$ cat config.mk
export PLATFORM = sky130hd
export DESIGN_NAME = uart_rx
export DESIGN_NICKNAME = d
export VERILOG_FILES = /design/src/rtl/uart_pkg.sv /design/src/rtl/uart_rx_sampler.sv /design/src/rtl/uart_rx.sv
export SDC_FILE = /design/constraint.sdc
export NUM_CORES = 1
export LEC_CHECK = 0
export CORE_AREA = 2 2 64 66
export DETAILED_ROUTE_END_ITERATION = 8
export DIE_AREA = 0 0 66 68
export SLEW_MARGIN = 5
export SYNTH_ARGS = -nofsm -noshare
export SYNTH_HDL_FRONTEND = slang
export SYNTH_HIERARCHICAL = 1
export SYNTH_SLANG_ARGS = --single-unit
$ cat constraint.sdc
create_clock -name clk -period 5.5 [get_ports clk]
set_input_delay 0.55 -clock clk [delete_from_list [all_inputs] [get_ports clk]]
set_output_delay 0.55 -clock clk [all_outputs]
set_load 0.01 [all_outputs]
$ cat src/rtl/uart_pkg.sv
// Shared UART definitions: receiver FSM states and the parity rule used by both RX and TX.
package uart_pkg;

    typedef enum logic [2:0] {IDLE, START, DATA, PARITY, STOP} rx_state_t;

    localparam int unsigned PAR_W = 32;

    // typ=1 gives odd parity, typ=0 even; narrower data is zero-extended, which leaves the XOR unchanged
    function automatic logic parity_calc(input logic [PAR_W-1:0] data, input logic typ);
        return typ ? ~(^data) : (^data);
    endfunction

endpackage

$ cat src/rtl/uart_rx_sampler.sv
// RX line synchroniser, per-bit edge/bit counters and bit-value sampling.
// Optional UART_RX_MAJORITY_EN: 3-sample majority vote, decided one clk after mid-bit.
module uart_rx_sampler #(
    parameter  int unsigned FRAME_WIDTH = 8,
    parameter  int unsigned PRESCALE    = 8,
    localparam int unsigned EW          = $clog2(PRESCALE),
    localparam int unsigned BW          = $clog2(FRAME_WIDTH + 3)
) (
    input  logic          i_clk,
    input  logic          i_rst_n,
    input  logic          i_rx,
    input  logic          i_en,
    output logic          o_rx_s,
    output logic          o_sample_bit,
    output logic          o_sample_stb,
    output logic          o_bit_done,
    output logic [BW-1:0] o_bit_cnt
);

    localparam logic [EW-1:0] MID  = EW'(PRESCALE / 2);
    localparam logic [EW-1:0] LAST = EW'(PRESCALE - 1);

    logic [1:0]    r_sync;
    logic [EW-1:0] r_edge_cnt;
    logic [BW-1:0] r_bit_cnt;
    logic          w_rx_s;

    assign w_rx_s = r_sync[1];

    always_ff @(posedge i_clk or negedge i_rst_n) begin
        if (!i_rst_n) begin
            r_sync <= '1;
        end else begin
            r_sync <= {r_sync[0], i_rx};
        end
    end

    // Counters are held at zero while idle so the start bit always begins at edge 0
    always_ff @(posedge i_clk or negedge i_rst_n) begin
        if (!i_rst_n) begin
            r_edge_cnt <= '0;
            r_bit_cnt  <= '0;
        end else if (!i_en) begin
            r_edge_cnt <= '0;
            r_bit_cnt  <= '0;
        end else if (r_edge_cnt == LAST) begin
            r_edge_cnt <= '0;
            r_bit_cnt  <= r_bit_cnt + 1'b1;
        end else begin
            r_edge_cnt <= r_edge_cnt + 1'b1;
        end
    end

`ifdef UART_RX_MAJORITY_EN
    logic r_s0;
    logic r_s1;

    always_ff @(posedge i_clk or negedge i_rst_n) begin
        if (!i_rst_n) begin
            r_s0 <= 1'b1;
            r_s1 <= 1'b1;
        end else begin
            if (r_edge_cnt == MID - 1'b1) r_s0 <= w_rx_s;
            if (r_edge_cnt == MID)        r_s1 <= w_rx_s;
        end
    end

    assign o_sample_stb = i_en && (r_edge_cnt == MID + 1'b1);
    assign o_sample_bit = (r_s0 & r_s1) | (r_s0 & w_rx_s) | (r_s1 & w_rx_s);
`else
    assign o_sample_stb = i_en && (r_edge_cnt == MID);
    assign o_sample_bit = w_rx_s;
`endif

    assign o_rx_s     = w_rx_s;
    assign o_bit_done = i_en && (r_edge_cnt == LAST);
    assign o_bit_cnt  = r_bit_cnt;

endmodule

$ cat src/rtl/uart_rx.sv
// UART receiver: start/data/parity/stop FSM, shift register and error reporting.
// Build option UART_RX_MAJORITY_EN selects majority-vote bit sampling in uart_rx_sampler.
module uart_rx
    import uart_pkg::*;
#(
    parameter int unsigned FRAME_WIDTH = 8,
    parameter int unsigned PRESCALE    = 8
) (
    input  logic                   clk,
    input  logic                   reset,
    input  logic                   RX_IN,
    input  logic                   par_en,
    input  logic                   PAR_TYP,
    output logic [FRAME_WIDTH-1:0] P_Data,
    output logic                   Data_Valid,
    output logic                   par_err,
    output logic                   stp_err,
    output logic                   busy
);

    localparam int unsigned BW = $clog2(FRAME_WIDTH + 3);

    rx_state_t              r_state;
    rx_state_t              w_next;
    logic [FRAME_WIDTH-1:0] r_shadow;
    logic                   r_cfg_par_en;
    logic                   r_cfg_par_typ;
    logic                   r_par_flag;

    logic          w_en;
    logic          w_rx_s;
    logic          w_bit;
    logic          w_stb;
    logic          w_bit_done;
    logic [BW-1:0] w_bit_cnt;
    logic          w_start;
    logic          w_shift;
    logic          w_par_chk;
    logic          w_finish;
    logic          w_par_bad;
    logic          w_good;

    assign w_en = (r_state != IDLE);

    uart_rx_sampler #(
        .FRAME_WIDTH(FRAME_WIDTH),
        .PRESCALE   (PRESCALE)
    ) u_sampler (
        .i_clk       (clk),
        .i_rst_n     (reset),
        .i_rx        (RX_IN),
        .i_en        (w_en),
        .o_rx_s      (w_rx_s),
        .o_sample_bit(w_bit),
        .o_sample_stb(w_stb),
        .o_bit_done  (w_bit_done),
        .o_bit_cnt   (w_bit_cnt)
    );

    always_ff @(posedge clk or negedge reset) begin
        if (!reset) begin
            r_state <= IDLE;
        end else begin
            r_state <= w_next;
        end
    end

    // Bit counter includes the start bit, so the last data bit wraps with count == FRAME_WIDTH
    always_comb begin
        w_next    = r_state;
        w_start   = 1'b0;
        w_shift   = 1'b0;
        w_par_chk = 1'b0;
        w_finish  = 1'b0;
        case (r_state)
            IDLE: begin
                if (!w_rx_s) begin
                    w_next  = START;
                    w_start = 1'b1;
                end
            end
            START: begin
                if (w_stb && w_bit)   w_next = IDLE;
                else if (w_bit_done)  w_next = DATA;
            end
            DATA: begin
                w_shift = w_stb;
                if (w_bit_done && (w_bit_cnt == BW'(FRAME_WIDTH)))
                    w_next = r_cfg_par_en ? PARITY : STOP;
            end
            PARITY: begin
                w_par_chk = w_stb;
                if (w_bit_done) w_next = STOP;
            end
            STOP: begin
                if (w_stb) begin
                    w_next   = IDLE;
                    w_finish = 1'b1;
                end
            end
            default: w_next = IDLE;
        endcase
    end

    assign w_par_bad = (w_bit != parity_calc(PAR_W'(r_shadow), r_cfg_par_typ));
    assign w_good    = w_finish && w_bit && !r_par_flag;

    always_ff @(posedge clk or negedge reset) begin
        if (!reset) begin
            P_Data        <= '0;
            Data_Valid    <= 1'b0;
            par_err       <= 1'b0;
            stp_err       <= 1'b0;
            r_shadow      <= '0;
            r_cfg_par_en  <= 1'b0;
            r_cfg_par_typ <= 1'b0;
            r_par_flag    <= 1'b0;
        end else begin
            Data_Valid <= w_good;
            par_err    <= w_finish && r_par_flag;
            stp_err    <= w_finish && !w_bit;
            if (w_start) begin
                r_cfg_par_en  <= par_en;
                r_cfg_par_typ <= PAR_TYP;
                r_par_flag    <= 1'b0;
            end
            if (w_shift)               r_shadow   <= {w_bit, r_shadow[FRAME_WIDTH-1:1]};
            if (w_par_chk && w_par_bad) r_par_flag <= 1'b1;
            if (w_good)                P_Data     <= r_shadow;
        end
    end

    assign busy = (r_state != IDLE);

endmodule

==> metrics.cfg <==
[sta]
worst_slew_margin_rel_pct = 66.2
setup_violations = 0
finalClockSkew_ps = 7.46
tightestPinTransition_ps = 507
finalCriticalPeriod_ps = 2440
final.period_utilization_pct = 44.4
timing.final.max_slew_violations = 0
setup_tns_ps = 0
final_hold_viol_count = 0
max_clock_freq_mhz = 409
grt_setup_unrepaired = no

[setup_path]
path_max_fanout = 8
worst_setup_path_end_kind = output port
worst-r2r-setup-slack_ps = 3120
timing.critical_path.from_type = register
timing.critical_path.arrival_ps = 1890
rr_startpoint = r_state[1]
critical_path_rt_ps = 4950
reg2regPathDepth = 6
timing_worst_setup_path_type = register to output port
critical_path.startpoint = r_state[1]
reg2reg_to = r_state[1]

[clocking]
clock_latency_late_sink_ps = 280
hold_buffers = 0
cts-htree-levels = 2
maximum_count_of_clock_buffers_along_a_single_path = 2
cts-buffers-inserted = 5
clkTransAtPathRegs_ps = 60
postCtsResizedCells = 0
tritoncts = done
numClockSinks = 34
cts.repair_timing.setup_buffer_count = 0
cts-root-buf = clkbuf_8

[place]
place_congestion = 0.748
detailedPlacementHpwl_mm = 1.80
io_buffers = 16

[job]
maxCapViolations = 0

[yosys]
synth_top_area_share_pct = 48.4
yosys_register_bits = 34
synthesis.yosys.warnings = 6
synth_area_leader_cell = dfrtp_1
netlist-cell-type-count = 41
average_instance_area_after_synthesis_um2 = 13.5
ys.flop_type = dfrtp_1
asyncSetResetFlopFracSynth_pct = 100
synth_area_um2 = 1650
ys_seq_area_share_pct = 51.6
mappedNetlistNets = 131
synth_cells = 122
yosys-top-cells-area = dfrtp_1 (48%), mux2_2 (7.5%), mux2_4 (7.3%)
synth_edf_count = 0

[global_routing]
overflow = 0
grt_pass1_vias = 1001
number_of_antenna_violations_at_the_first_check_in_global_routing = 0
pin_count_of_the_biggest_net_entering_global_routing = 35
grt_use_total_pct = 13.6
grt_first_pass_wirelength_mm = 4.44

[outcome]
status = complete, no violations

[routing]
routed_wirelength_mm = 2.53
vias_per_inst = 4.93
route.antenna.remaining_nets = 0
residual_drc_count = 0
vias = 942
detail_route.iter0.violations = 52
drt-wirelength-per-cell_um = 13.2
drt_pre_antenna_iters = 4

[finish]
antenna_diode_count = 0
layout.cells.most_common = dfrtp_1
utilization_pct = 50.8
post_route_cells_drive_above_1_share_pct = 27.7
commonest_non_fill_non_tap_cells_in_the_layout = dfrtp_1 (32), clkdlybuf4s50_1 (16), mux2_2 (11), mux2_4 (8)
nNetsFinal = 149
layout-area-overhead-vs-synth_pct = 18.5

[floorplan]
floorplan.initialDensity_pct = 42.9
die_height_um = 68
die-area_um2 = 4490
boundaryPins = 17
core.rowCount = 23
core_region_area_um2 = 3860
fp.dieW_um = 66

[min_path]
worst_hold_path.num_cells = 0
worstHoldPathType = register to register
min_to = u_sampler/r_sync[1]
holdCritStartpoint = u_sampler/r_sync[0]

[power]
power.density_cell_area_nw_per_um2 = 408
power_leakage_nw = 0.939
power_uw = 800
vdd_drop_max_v = 0.000226

-- cells in the mapped netlist, types with 2 or more instances --
library cell,instances
mux2_2,11
xnor2_1,7
nor2_1,7
nor3_1,2
inv_1,5
mux2i_1,3
dfrtp_1,32
nor2b_1,3
buf_6,4
ha_1,4
o21ai_0,3
mux2_4,8
dfstp_2,2
nand2_1,4
-- worst max path at each step --
stage / end / slack, ps / cells past startpoint
6_report: busy / 3060 / 2
5_1_grt: r_state[1] / 2950 / 6
4_1_cts: busy / 3040 / 2
3_5_place_dp: P_Data[3] / 3110 / 5
3_3_place_gp: P_Data[7] / 3180 / 5
2_1_floorplan: r_state[1] / 3280 / 7
-- worst max-delay path, stage by stage (launching register included) --
cell and delay [ps]:
dfrtp_1 500, or3_2 600, clkdlybuf4s50_1 520
-- logic make-up (layout without fill, tap and decap cells) --
group | after synthesis | in the layout | synth area share [%]
fa+ha+maj | 4 | 4 | 3.03
compound gates | 10 | 10 | 4.47
flops | 34 | 34 | 51.6
xor+xnor | 9 | 9 | 5.60
mux | 22 | 22 | 16.6
buf+inv | 12 | 31 | 5.37
simple gates | 31 | 31 | 13.3
-- report_power, final --
part           leakage, nW  internal [mW]  total, mW  switching, mW
sequential           0.457          0.282      0.325         0.0423
combinational        0.411          0.101      0.192         0.0902
clock               0.0714          0.193      0.284         0.0905
total                0.939          0.577      0.800          0.223
-- metal layers --
layer | routed length, um | track usage (%) | part of all wire (%) | up-vias
met5 | 0 | 0 | 0 | -
met4 | 38 | 5.36 | 1.5 | 0
met3 | 120 | 5.76 | 4.7 | 5
met2 | 1280 | 23.5 | 51 | 17
met1 | 1090 | 14.9 | 43 | 468
li1 | - | - | - | 452
-- flip-flops by register name, indices dropped and copies added, names as in the netlist --
signal                flops
par_err                   1
r_shadow                  8
r_cfg_par_en              1
Data_Valid                1
u_sampler/r_edge_cnt      3
r_par_flag                1
r_cfg_par_typ             1
stp_err                   1
u_sampler/r_sync          2
u_sampler/o_bit_cnt       4
r_state                   3
P_Data                    8
-- stage by stage --
stage	area [um2]	hold WS, ps	worst slack (ps)	std cells
2_1_floorplan	1650	254	3280	122
3_3_place_gp	1820	346	3180	183
3_5_place_dp	1820	348	3110	183
4_1_cts	1960	358	3040	191
5_1_grt	1960	362	2950	191
6_report	1960	356	3060	191
-- final cells by class --
type                    count  area (um2)
clock inverters             2        60.1
well taps                  50        62.6
clock buffers               6        82.6
fillers                   355        1900
repair buffers             17         168
inverters                   6        22.5
flip-flops and latches     34         853
multi-input cells          76         711
Power figures use the tool's default switching activity.
